File: src/rtl/onewire_scratchpad_rx.sv
// rtl/onewire_scratchpad_rx.sv - 1-Wire scratchpad frame assembler with bit-serial Dallas CRC-8 check
module onewire_scratchpad_rx #(
  parameter int unsigned FRAME_BYTES = 9,
  parameter logic [7:0]  CRC_POLY    = 8'h8C
) (
  input  logic        clk,
  input  logic        rst,
  input  logic        frame_start,
  input  logic        byte_valid,
  input  logic [7:0]  byte_in,
  output logic        byte_ready,
  output logic        busy,
  output logic        frame_done,
  output logic        crc_ok,
  output logic [15:0] temp_out,
  output logic [7:0]  th_out,
  output logic [7:0]  tl_out,
  output logic [7:0]  config_out
);

  typedef enum logic [1:0] {IDLE, WAIT_BYTE, SHIFT, DONE} state_t;

  localparam logic [3:0] FRAME_CNT = 4'(FRAME_BYTES);

  state_t          state_q, state_d;
  logic [7:0]      crc_q, crc_d;
  logic [7:0]      shift_q, shift_d;
  logic [3:0]      byte_cnt_q, byte_cnt_d;
  logic [2:0]      bit_cnt_q, bit_cnt_d;
  logic [4:0][7:0] capt_q, capt_d;
  logic            crc_ok_q, crc_ok_d;
  logic [15:0]     temp_q, temp_d;
  logic [7:0]      th_q, th_d;
  logic [7:0]      tl_q, tl_d;
  logic [7:0]      cfg_q, cfg_d;
  logic            fb;
  logic [3:0]      byte_cnt_inc;

  assign byte_cnt_inc = byte_cnt_q + 4'd1;

  always_comb begin
    state_d    = state_q;
    crc_d      = crc_q;
    shift_d    = shift_q;
    byte_cnt_d = byte_cnt_q;
    bit_cnt_d  = bit_cnt_q;
    capt_d     = capt_q;
    crc_ok_d   = crc_ok_q;
    temp_d     = temp_q;
    th_d       = th_q;
    tl_d       = tl_q;
    cfg_d      = cfg_q;
    fb         = 1'b0;
    frame_done = 1'b0;
    byte_ready = (state_q == WAIT_BYTE);
    busy       = (state_q != IDLE);

    // A restart wins over everything, including a byte offered in the same cycle.
    if (frame_start) begin
      state_d    = WAIT_BYTE;
      crc_d      = 8'h00;
      byte_cnt_d = 4'd0;
      bit_cnt_d  = 3'd0;
    end else begin
      case (state_q)
        IDLE: ;
        WAIT_BYTE: begin
          if (byte_valid) begin
            shift_d   = byte_in;
            bit_cnt_d = 3'd0;
            state_d   = SHIFT;
            for (int i = 0; i < 5; i++) begin
              if (byte_cnt_q == 4'(i)) capt_d[i] = byte_in;
            end
          end
        end
        SHIFT: begin
          fb        = crc_q[0] ^ shift_q[0];
          crc_d     = {1'b0, crc_q[7:1]} ^ (fb ? CRC_POLY : 8'h00);
          shift_d   = {1'b0, shift_q[7:1]};
          bit_cnt_d = bit_cnt_q + 3'd1;
          if (bit_cnt_q == 3'd7) begin
            byte_cnt_d = byte_cnt_inc;
            state_d    = (byte_cnt_inc == FRAME_CNT) ? DONE : WAIT_BYTE;
          end
        end
        DONE: begin
          frame_done = !rst;
          crc_ok_d   = (crc_q == 8'h00);
          if (crc_q == 8'h00) begin
            temp_d = {capt_q[1], capt_q[0]};
            th_d   = capt_q[2];
            tl_d   = capt_q[3];
            cfg_d  = capt_q[4];
          end
          state_d = IDLE;
        end
        default: state_d = IDLE;
      endcase
    end
  end

  always_ff @(posedge clk) begin
    if (rst) begin
      state_q    <= IDLE;
      crc_q      <= 8'h00;
      shift_q    <= 8'h00;
      byte_cnt_q <= 4'd0;
      bit_cnt_q  <= 3'd0;
      capt_q     <= '0;
      crc_ok_q   <= 1'b0;
      temp_q     <= 16'h0000;
      th_q       <= 8'h00;
      tl_q       <= 8'h00;
      cfg_q      <= 8'h00;
    end else begin
      state_q    <= state_d;
      crc_q      <= crc_d;
      shift_q    <= shift_d;
      byte_cnt_q <= byte_cnt_d;
      bit_cnt_q  <= bit_cnt_d;
      capt_q     <= capt_d;
      crc_ok_q   <= crc_ok_d;
      temp_q     <= temp_d;
      th_q       <= th_d;
      tl_q       <= tl_d;
      cfg_q      <= cfg_d;
    end
  end

  assign crc_ok     = crc_ok_q;
  assign temp_out   = temp_q;
  assign th_out     = th_q;
  assign tl_out     = tl_q;
  assign config_out = cfg_q;

endmodule

File: config.mk
export PLATFORM = sky130hd
export DESIGN_NAME = onewire_scratchpad_rx
export DESIGN_NICKNAME = d
export VERILOG_FILES = /design/src/rtl/onewire_scratchpad_rx.sv
export SDC_FILE = /design/constraint.sdc
export NUM_CORES = 1
export LEC_CHECK = 0
export CORE_MARGIN = 8
export CORE_UTILIZATION = 45
export DETAILED_ROUTE_END_ITERATION = 16
export PLACE_DENSITY = 0.67
export SKIP_LAST_GASP = 1
export SYNTH_ARGS = -nofsm -noshare
export SYNTH_HDL_FRONTEND = slang
export SYNTH_SLANG_ARGS = --single-unit
export TNS_END_PERCENT = 30
File: constraint.sdc
create_clock -name clk -period 1.75 [get_ports clk]
set_input_delay 0.4375 -clock clk [delete_from_list [all_inputs] [get_ports clk]]
set_output_delay 0.4375 -clock clk [all_outputs]
set_load 0.03 [all_outputs]
Word level (Yosys, flattened, before mapping)
Index checks and enable logic that the tools add are counted.
- reductions and logical operators: 20
- add/sub/neg operators: 2
- mux-type cells: 12
- equality and inequality tests: 13
- bitwise gates (word level): 3
- operator list (cell ; number):
    AND reduction 4 bit ; 5
    2-to-1 mux 8 bit ; 2
    one-hot mux 8 bit (2 select lines) ; 1
    AND reduction 3 bit ; 4
    == test 4 x 2 -> 1 bit, second input constant ; 2
    logical NOT 8 bit ; 1
    bitwise XOR 7 x 8 -> 8 bit ; 1
    2-to-1 mux 2 bit ; 3
    inequality test 3 bit, second input constant ; 2
    one-hot mux 2 bit (3 select lines) ; 1
    one-hot mux 3 bit (2 select lines) ; 1
    AND reduction 2 bit ; 3
    adder 4 x 1 -> 4 bit, second input constant ; 1
    == test 2 bit, second input constant ; 2
    == test 4 x 1 -> 1 bit, second input constant ; 1
    == test 4 x 3 -> 1 bit, second input constant ; 1
    == test 4 bit, second input constant ; 1
    logical NOT 4 bit ; 1
    inequality test 2 bit, second input constant ; 2
    nonzero test 2 bit ; 2
    nonzero test 4 bit ; 1
    adder 3 x 1 -> 3 bit, second input constant ; 1
    == test 3 bit, second input constant ; 1
    2-to-1 mux 1 bit ; 3
    7 further kinds ; 7
- register bits after elaboration: 106
- output and inout port bits: 44
- bits of input ports: 12

Logic depth before layout (Yosys ltp)
Gate-level depths: netlist of the first run.
- depth in word-level cells: 6
- gate-level depth with buffers: 8
- mapped depth without buffers: 6

Worst setup path after synthesis of the first run
OpenSTA, ideal clock, no wires.
- kind: input to output
- from: input rst
- to: output frame_done
- data arrival time: 1.600 ns
- path buffers: 3
- stages: 5
- path slack: -0.287 ns
- cells stage by stage: clkbuf_1 -> or2_2 -> buf_2 -> buf_2 -> nor2_1
- longest elaborated chain between the ends: 3
- ends and longest elaborated chain (what ; RTL line ; text):
    from (decl) ; 7 ; input logic rst,
    logical NOT 1 bit ; 88 ; frame_done = !rst;
    2-to-1 mux 1 bit ; 65 ; case (state_q)
    2-to-1 mux 1 bit ; 59 ; if (frame_start) begin
    to (decl) ; 13 ; output logic frame_done,
Every way passes these cells.

Final worst setup path of the first run
- from: register cfg_q[6], in the netlist config_out[6]
- to: output config_out[6]
- RTL lines (what ; RTL line ; text):
    from (decl) ; 35 ; logic [7:0] cfg_q, cfg_d;
    from (signal assigned) ; 127 ; cfg_q <= cfg_d;
    to (decl) ; 18 ; output logic [7:0] config_out
No word-level cell between the ends.

==> results of run 1 <==
[stage by stage]
step | total power (uW) | hold WS (ns) | util [%] | std cells | worst slack (ns)
after floorplan | 2660 | 0.431 | - | 452 | -0.0685
after global placement | 2780 | 0.441 | 54.7 | 610 | -0.223
after detailed placement | 2790 | 0.446 | 54.7 | 610 | -0.278
after CTS | 4110 | 0.451 | 56.3 | 625 | -0.0940
after global routing | 4230 | 0.465 | 56.6 | 625 | -0.142
final | 4060 | 0.450 | 56.6 | 625 | -0.0679
[layout by cell type (no fill, tap or decap), drive strengths merged, types with 2 or more instances in the layout]
cell	Yosys	routed
buf	14	25
mux2i	55	55
clkdlybuf4s50	0	28
a21oi	49	49
nor4	2	2
xnor2	6	6
nand3	6	6
dfxtp	106	106
ha	11	11
nand2	86	86
clkbuf	15	10
dlygate4sd2	0	12
a211oi	8	8
dlymetal6s2s	0	11
nor2b	3	3
o21ai	7	7
clkinvlp	0	3
nor2	60	60
nand4	4	4
inv	7	8
and3	3	3
[layer usage]
layer	track usage (%)	vias to the layer above
li1	-	1614
met1	18.4	1493
met2	25.2	68
met3	4.88	5
met4	3.60	0
met5	0	-
[cell type report]
cell class	count	area [um2]	area share, %
Tap cell	111	139	2.69
Multi-Input combinational cell	310	1860	36.0
Inverter	7	26.3	0.509
Clock inverter	5	40.0	0.776
Timing Repair Buffer	76	846	16.4
Clock buffer	10	128	2.47
Sequential cell	106	2120	41.1
[worst paths after layout]
kind | from | endpoint | slack, ns | cells after the start
worst min register to register | capt_q[13] | temp_out[13] | 0.45 | 2
worst min-delay path | capt_q[13] | temp_out[13] | 0.45 | 2
worst max-delay path | config_out[6] | config_out[6] | -0.07 | 1
worst max register to register | state_q[1] | capt_q[23] | 0.13 | 7
[power by group through the flow]
| stage | clock network (uW) | logic, uW | registers (uW) |
|---|---|---|---|
| floorplan | 0 | 162 | 2500 |
| global placement | 0 | 275 | 2500 |
| detailed placement | 0 | 280 | 2510 |
| CTS | 1380 | 280 | 2450 |
| global route | 1480 | 302 | 2450 |
| finish | 1330 | 279 | 2450 |
[what timing repair did]
item                       CTS  global route
setup buffers                0             0
gates resized for setup     12            12
cloned                       0             0
setup endpoints to repair   43            42
[state kept, by name, summed over array words and instances, names as in the netlist, 3 cells and up]
| signal | cells |
|---|---|
| bit_cnt_q | 3 |
| temp_out | 16 |
| capt_q | 40 |
| crc_q | 8 |
| tl_out | 8 |
| config_out | 8 |
| shift_q | 8 |
| th_out | 8 |
| byte_cnt_q | 4 |
[worst register-to-register path, delay by kind of cell, from the launching register on]
kind,cells,cell delay [ns]
buf+inv,2,0.24
flops,1,0.35
fa+ha+maj,1,0.18
mux,1,0.20
simple gates,3,0.53
[logic make-up after synthesis]
logic type | count (synthesis) | synth area share (%)
AOI/OAI and AO/OA | 66 | 8.59
xor gates and xnor gates | 7 | 1.47
adders and majority gates | 11 | 3.31
buffers and inverters | 36 | 4.66
DFF | 106 | 51.0
muxes | 55 | 13.2
and+or+nand+nor | 171 | 17.8
==> run metrics, run 1 <==
outcome complete, but fails checks; failing checks negative setup slack; final instance area 5160 um2; critical path, cell by cell clkdlybuf4s50_1; DR top layer met4; sw frac 24.4%; ANT nets after route 0; Avg Vias per Cell 5.09; H-tree depth 3; vias in the first global route 3200; Initial DRT Pass Iterations 4; Post-Synthesis Cell Area 4160 um2; top-area cell type share of the netlist area 51.0%; largest net degree at the start of global routing 91; Comb pwr share 6.9%; post-synthesis sequential area ratio 51.0%; Core Area between 9000 and 10000 um2; CTS sink count 106; Buf/Inv on CP 1; Max-cap violations 0; die area 12600 um2; # DRC 0; io pins 56; Final Wtd Congestion just under 0.8; GR Overflow Total 0; flops & latches, synth 106; CP top delay family buffers and inverters; slowest CP cell clkdlybuf4s50_1; most common flop cell mapped by yosys dfxtp_1; Layout area overhead 23.9%; CTS buffer count 9; P_sw 989 uW; WL per Instance 14.8 um; crit-path max FO 2; Final Hold Fails 0; worst hold path type flop to flop; CTS tree built; worst skew pair latency ~0.36 ns; CP endpoint kind output pin; hold buffer count at cts 0; YS warnings 0; port bufs 55; top post-synthesis cells by count dfxtp_1 (106), nand2_1 (86), nor2_1 (60); Clk pin slew, worst setup/hold paths 0.10 ns; Area after DPL between 4000 and 5000 um2; achievable frequency between 500 and 600 MHz; Slew @ Worst Pin roughly 0.44 ns; CP peak stage delay 0.68 ns; RSZ-0062 raised after global routing true; post-synth top area cell dfxtp_1; Post-synth ARST share 0%; Nets 533; EDFF count, synth 0; Req. time, crit path about 1.3 ns; met1 wire length 4220 um; number of antenna violations at the first check in global routing 1; diode count 0; metal3 WL 600 um; Syn Area/Cell 9.21 um2; Pleak 0.00219 uW; proportion of layout cells with a drive suffix above 1 about a tenth; FP Rows 35; Clk pwr share 32.8%; width of the die 112 um; crit path kind flop to output pin; Netlist cell types 33; startpoint types flop; period utilization 104%; Slew HR 70.6%; metal2 WL 4390 um; post-synth net total 475; critical path arrival 1.38 ns; largest cells by area after synthesis dfxtp_1 (51%), mux2i_1 (13%), nand2_1 (7.8%); Routed WL 9270 um; Starting Density 45.7%; Seq pwr share 60.4%; VDD IR-drop max 0.560 mV; most frequent cell after synthesis dfxtp_1; fillers 832; GRT Total Usage around 15%; P per Cell Area about 800 nW/um2; global-route wire length before repair 15500 um; Worst Clk Skew 0.0124 ns; clock buffer depth 2; Synth Instances 452; dpl hpwl 6410 um; fin crit period 1.82 ns; Slew Limit Fails 0; fin worst setup slack -0.0679 ns; die height 112 um; via count 3180; 1st-iter DRT viols about 110; setup violators final 21; Setup TNS Final -1.08 ns; CTS root buffer clkbuf_8; Pint 3070 uW
Note: power is estimated with default switching activity, not from simulation.
==> run 2, diff against run 1 <==
--- a/config.mk
+++ b/config.mk
@@ -5,11 +5,13 @@
 export SDC_FILE = /design/constraint.sdc
 export NUM_CORES = 1
 export LEC_CHECK = 0
+export CAP_MARGIN = 10
 export CORE_MARGIN = 8
 export CORE_UTILIZATION = 45
 export DETAILED_ROUTE_END_ITERATION = 16
-export PLACE_DENSITY = 0.67
+export DONT_BUFFER_PORTS = 1
 export SKIP_LAST_GASP = 1
+export SLEW_MARGIN = 15
 export SYNTH_ARGS = -nofsm -noshare
 export SYNTH_HDL_FRONTEND = slang
 export SYNTH_SLANG_ARGS = --single-unit
==> run 2 against run 1 <==
  * Clock skew shrank 0.0053 ns
  * Global-route usage down 0.59 points
  * The flow now finishes without violations
  * Largest cell class unchanged
  * Clock power increased by 8%
  * Setup slack improved by 0.13 ns
  * Die area stayed put
  * Count of clock-buffer cells in the layout grew 1
  * Maximum frequency up 7.7%
  * Final area is 13% lower
  * Via count fell by 7.7%
  * Power barely moved
  * Register-to-register slack hardly changed
  * Flip-flop and latch count unchanged
==> run metrics, run 2 (synthesis gave the netlist of run 1 again) <==
outcome complete, no violations (was complete, but fails checks); Slew HR 71.5% (was 70.6%); CTS tree built (unchanged); dpl hpwl 5860 um (was 6410 um); CP endpoint kind output pin (unchanged); register bank with the most flops capt_q (unchanged); Nets 467 (was 533); CTS root buffer clkbuf_8 (unchanged); via count 2935 (was 3180); crit-path max FO 6 (was 2); Layout area overhead 7.45% (was 23.9%); Initial DRT Pass Iterations 7 (was 4); width of the die 112 um (unchanged); # DRC 0 (unchanged); number of antenna violations at the first check in global routing 0 (was 1); 1st-iter DRT viols 130 (was 112); CTS buffer count 9 (unchanged); VDD IR-drop max 0.536 mV (was 0.560 mV); worst hold path type input pin to flop (was flop to flop); largest net degree at the start of global routing 92 (was 91); critical path arrival 1.25 ns (was 1.38 ns); Final Power 4060 uW (about the same); P per Cell Area 907 nW/um2 (was 787 nW/um2); WHS 0.139 ns (was 0.450 ns); Final Wtd Congestion 0.820 (was 0.768); Slew @ Worst Pin 0.427 ns (was 0.437 ns); CP peak stage delay 0.40 ns (was 0.68 ns); commonest non-fill, non-tap cell in the layout dfxtp_1 (unchanged); RSZ-0062 raised after global routing true (unchanged); max FFs per register 40 (unchanged); Starting Density 45.7% (unchanged); Req. time, crit path 1.31 ns (about the same); CTS sink count 106 (unchanged); most used cell, CP inv_1; Core Area 9110 um2 (unchanged); Worst Clk Skew 0.00707 ns (was 0.0124 ns); Clk pin slew, worst setup/hold paths 0.10 ns (about the same); clock buffer depth 2 (unchanged); Pleak 0.00166 uW (was 0.00219 uW); GR Overflow Total 0 (unchanged); startpoint types flop (unchanged); port bufs 0 (was 55); vias in the first global route 2932 (was 3200); slowest CP cell dfxtp_4 (was clkdlybuf4s50_1); fillers 887 (was 832); global-route wire length before repair 14900 um (was 15500 um); Routed WL 8720 um (was 9270 um); WL per Instance 15.6 um (was 14.8 um); Buf/Inv on CP 2 (was 1); critical path, cell by cell inv_1 > ha_1 > inv_1 (was clkdlybuf4s50_1); fin crit period 1.69 ns (was 1.82 ns); commonest non-fill, non-tap cells in the layout dfxtp_1 (104), nand2_1 (86), nor2_1 (59) (was dfxtp_1 (105), nand2_1 (86), nor2_1 (59)); achievable frequency 592 MHz (was 550 MHz); period utilization 96.5% (was 104%); crit path kind flop to output pin (unchanged); io pins 56 (unchanged); setup violators final 0 (was 21); worst skew pair latency 0.35 ns (was 0.36 ns); proportion of layout cells with a drive suffix above 1 8.91% (was 9.53%); CP top delay family flip-flops (was buffers and inverters); die height 112 um (unchanged); Register Area 2130 um2 (was 2120 um2); area of the multi-input gates 1870 um2 (was 1860 um2); Slew Limit Fails 0 (unchanged); GRT Total Usage 14.5% (was 15.1%); Max-cap violations 0 (unchanged); Final Hold Fails 0 (unchanged); FP Rows 35 (unchanged); die area 12600 um2 (unchanged); H-tree depth 3 (unchanged); Avg Vias per Cell 5.24 (was 5.09); diode count 0 (unchanged); ANT nets after route 0 (unchanged)
-- run 2: worst reg2reg max path, cell delays in order, from the launching register on --
cell      delay, ns
dfxtp_2        0.37
inv_2          0.06
ha_4           0.17
buf_4          0.16
nand2b_2       0.13
and3_1         0.18
buf_4          0.19
nor2_1         0.06
a211oi_1       0.22
-- run 2: worst paths after layout --
path	startpoint	to	slack [ns]	depth (start not counted)
worst min register to register	capt_q[23]	th_out[7]	0.45	2
worst max register to register	state_q[1]	shift_q[6]	0.13	8
worst max-delay path	state_q[0]	busy	0.06	3
worst min-delay path	rst	tl_out[6]	0.14	1
-- run 2: power by group --
| group | leakage (uW) | switching [uW] | internal [uW] |
|---|---|---|---|
| registers | 0.000856 | 17.4 | 2430 |
| clock network | 0.0000941 | 829 | 614 |
| logic | 0.000712 | 94.2 | 71.5 |
| total | 0.00166 | 940 | 3120 |
-- run 2: layout make-up --
class	count	area share, %
Inverter	7	0.587
Sequential cell	106	47.5
Clock inverter	5	0.979
Multi-Input combinational cell	310	41.8
Tap cell	111	3.10
Clock buffer	11	3.38
Timing Repair Buffer	10	2.60
-- run 2: repair_timing --
item / CTS / global route
setup buffers: 0 / 0
pin swaps: 1 / 1
hold buffers: 0 / 0
setup endpoints to repair: 3 / 9
gates resized for setup: 3 / 5
-- run 2: layer usage --
metal,GRT usage [%],vias up,share of wire [%]
li1,-,1480,-
met1,17.3,1386,43
met2,23.6,63,48
met3,5.96,6,8.3
met4,3.60,0,0.75
met5,0,-,0
-- run 2: through the flow --
stage | cells | util, % | setup slack [ns] | cell area (um2) | setup TNS [ns]
floorplan | 452 | - | -0.0685 | 4170 | -0.0685
global placement | 544 | 46.7 | 0.129 | 4260 | 0
detailed placement | 544 | 46.7 | 0.109 | 4260 | 0
CTS | 560 | 49.0 | -0.00284 | 4470 | -0.00284
global route | 560 | 49.1 | -0.00606 | 4470 | -0.00783
finish | 560 | 49.1 | 0.0615 | 4470 | 0
==> run 3, diff against run 2 <==
--- a/config.mk
+++ b/config.mk
@@ -6,8 +6,8 @@
 export NUM_CORES = 1
 export LEC_CHECK = 0
 export CAP_MARGIN = 10
-export CORE_MARGIN = 8
 export CORE_UTILIZATION = 45
+export CTS_CLUSTER_SIZE = 8
 export DETAILED_ROUTE_END_ITERATION = 16
 export DONT_BUFFER_PORTS = 1
 export SKIP_LAST_GASP = 1
==> run 3 against run 2 <==
  * The run now ends with design-rule violations left
  * Setup slack better by 0.0020 ns
  * Maximum frequency is 0.12% higher
  * Power is 0.87% higher
  * Register-to-register slack hardly changed
  * Critical path depth stayed put
  * Flip-flop and latch count stayed put
  * Worst hold slack worse by 0.020 ns
  * Sequential share of layout area is 0.26 points lower
  * Sequential power hardly changed
  * First-iteration DRC count is 15% lower
  * Clock power hardly changed
  * Non-clock buffer count stayed put
==> run metrics, run 3 (synthesis gave the netlist of run 1 again) <==
port bufs 0 (unchanged); commonest non-fill, non-tap cells in the layout dfxtp_1 (104), nand2_1 (86), nor2_1 (59) (unchanged); max FFs per register 40 (unchanged); Worst Clk Skew 0.0221 ns (was 0.00707 ns); fin crit period 1.69 ns (about the same); GRT Total Usage 18.7% (was 14.5%); achievable frequency 593 MHz (was 592 MHz); CP peak stage delay 0.39 ns (was 0.40 ns); Routed WL 8470 um (was 8720 um); worst hold path type input pin to flop (unchanged); r2r startpoint state_q[1] (unchanged); Finished Layout Cells 557 (was 560); VDD IR-drop max 0.519 mV (was 0.536 mV); Slew HR 71.4% (was 71.5%); number of antenna violations at the first check in global routing 0 (unchanged); Avg Vias per Cell 5.29 (was 5.24); CTS root buffer clkbuf_8 (unchanged); CTS tree built (unchanged); largest net degree at the start of global routing 92 (unchanged); H-tree depth 3 (unchanged); Pleak 0.00166 uW (about the same); die area 9640 um2 (was 12600 um2); register bank with the most flops capt_q (unchanged); flop-to-flop setup slack 0.12 ns (was 0.13 ns); via count 2948 (was 2935); Clk pin slew, worst setup/hold paths 0.11 ns (was 0.10 ns); crit-path max FO 6 (unchanged); worst min-delay path startpoint rst (unchanged); area of the multi-input gates 1880 um2 (was 1870 um2); failing checks design-rule violations; WHS 0.119 ns (was 0.139 ns); critical path arrival 1.25 ns (about the same); CTS sink count 106 (unchanged); commonest non-fill, non-tap cell in the layout dfxtp_1 (unchanged); RSZ-0062 raised after global routing true (unchanged); io pins 56 (unchanged); crit path kind flop to output pin (unchanged); dpl hpwl 5560 um (was 5860 um); startpoint types flop (unchanged); Core Area 8850 um2 (was 9110 um2); Initial DRT Pass Iterations 10 (was 7); worst skew pair latency 0.38 ns (was 0.35 ns); period utilization 96.4% (was 96.5%); Final Wtd Congestion 0.805 (was 0.820); critical path, cell by cell ha_2 > inv_2 > nor2_4 (was inv_1 > ha_1 > inv_1); Register Area 2130 um2 (unchanged); FF-to-FF path depth 7 (was 8); die height 98.2 um (was 112 um); Critical Path Stages 3 (unchanged); ANT nets after route 0 (unchanged); 1st-iter DRT viols 110 (was 130); WL per Instance 15.2 um (was 15.6 um); CP top delay family flip-flops (unchanged); worst reg2reg endpoint capt_q[23] (was shift_q[6]); outcome complete, but fails checks (was complete, no violations); FP Rows 34 (was 35); vias in the first global route 2878 (was 2932); Hold Crit Endpoint tl_out[0] (was tl_out[6]); slowest CP cell dfxtp_4 (unchanged); CTS buffer count 9 (unchanged); placed insts 541 (was 544); Slew @ Worst Pin 0.428 ns (was 0.427 ns); global-route wire length before repair 14200 um (was 14900 um); hold buffer count at cts 0 (unchanged); hold depth 1 (unchanged); fillers 848 (was 887); Buf/Inv on CP 1 (was 2); Slew Limit Fails 0 (unchanged); Nets 467 (unchanged); clock buffer depth 2 (unchanged); P per Cell Area 910 nW/um2 (was 907 nW/um2); setup violators final 0 (unchanged); Final Hold Fails 0 (unchanged); Max-cap violations 0 (unchanged); Layout area overhead 8.05% (was 7.45%); Starting Density 47.1% (was 45.7%); width of the die 98.2 um (was 112 um); Req. time, crit path 1.31 ns (about the same); diode count 0 (unchanged); GR Overflow Total 0 (unchanged); CP endpoint kind output pin (unchanged); # DRC 4 (was 0); proportion of layout cells with a drive suffix above 1 8.91% (unchanged)
## run 3: metal layers
metal | part of all wire, % | up-vias | GRT usage, %
met5 | 0 | - | 0
met4 | 1.3 | 0 | 7.81
met3 | 5.4 | 10 | 5.15
met2 | 44 | 60 | 28.9
met1 | 49 | 1398 | 24.8
li1 | - | 1480 | -
## run 3: how the worst max path moves through the flow
| stage | startpoint | endpoint | slack (ns) |
|---|---|---|---|
| after global placement | state_q[0] | capt_q[19] | 0.13 |
| after floorplan | rst | frame_done | -0.07 |
| final | state_q[0] | frame_done | 0.06 |
| after global routing | state_q[0] | byte_cnt_q[3] | -0.01 |
| after detailed placement | state_q[0] | capt_q[23] | 0.02 |
| after CTS | state_q[0] | frame_done | 0.01 |
## run 3: where the power goes
group / internal (uW) / total (uW) / switching (uW)
logic: 74.6 / 171 / 96.2
registers: 2430 / 2450 / 16.3
clock network: 586 / 1470 / 888
## run 3: metrics by stage
stage / utilization (%) / total power, uW / setup TNS [ns] / setup slack, ns / cell area, um2
after CTS: 50.6 / 4140 / 0 / 0.0112 / 4480
after floorplan: - / 2660 / -0.0685 / -0.0685 / 4170
final: 50.8 / 4100 / 0 / 0.0635 / 4500
after detailed placement: 48.4 / 2670 / 0 / 0.0238 / 4280
after global placement: 48.4 / 2670 / 0 / 0.126 / 4280
after global routing: 50.8 / 4240 / -0.0102 / -0.0102 / 4500
## run 3: what timing repair did
action,CTS,global route
setup buffers,0,0
pin swaps,1,1
resized for setup,2,5
setup endpoints to repair,1,18
## run 3: layout make-up
type / count / share of cell area, %
Timing Repair Buffer: 10 / 3.06
Tap cell: 108 / 3.00
Inverter: 7 / 0.584
Multi-Input combinational cell: 310 / 41.7
Clock inverter: 6 / 1.33
Sequential cell: 106 / 47.3
Clock buffer: 10 / 3.06
## run 3: worst reg2reg max path: stages, from the launching register on
cell,delay [ns]
dfxtp_2,0.36
inv_1,0.11
ha_4,0.19
nor3b_4,0.26
and3_4,0.23
buf_12,0.13
mux2i_1,0.19
nor2_1,0.06
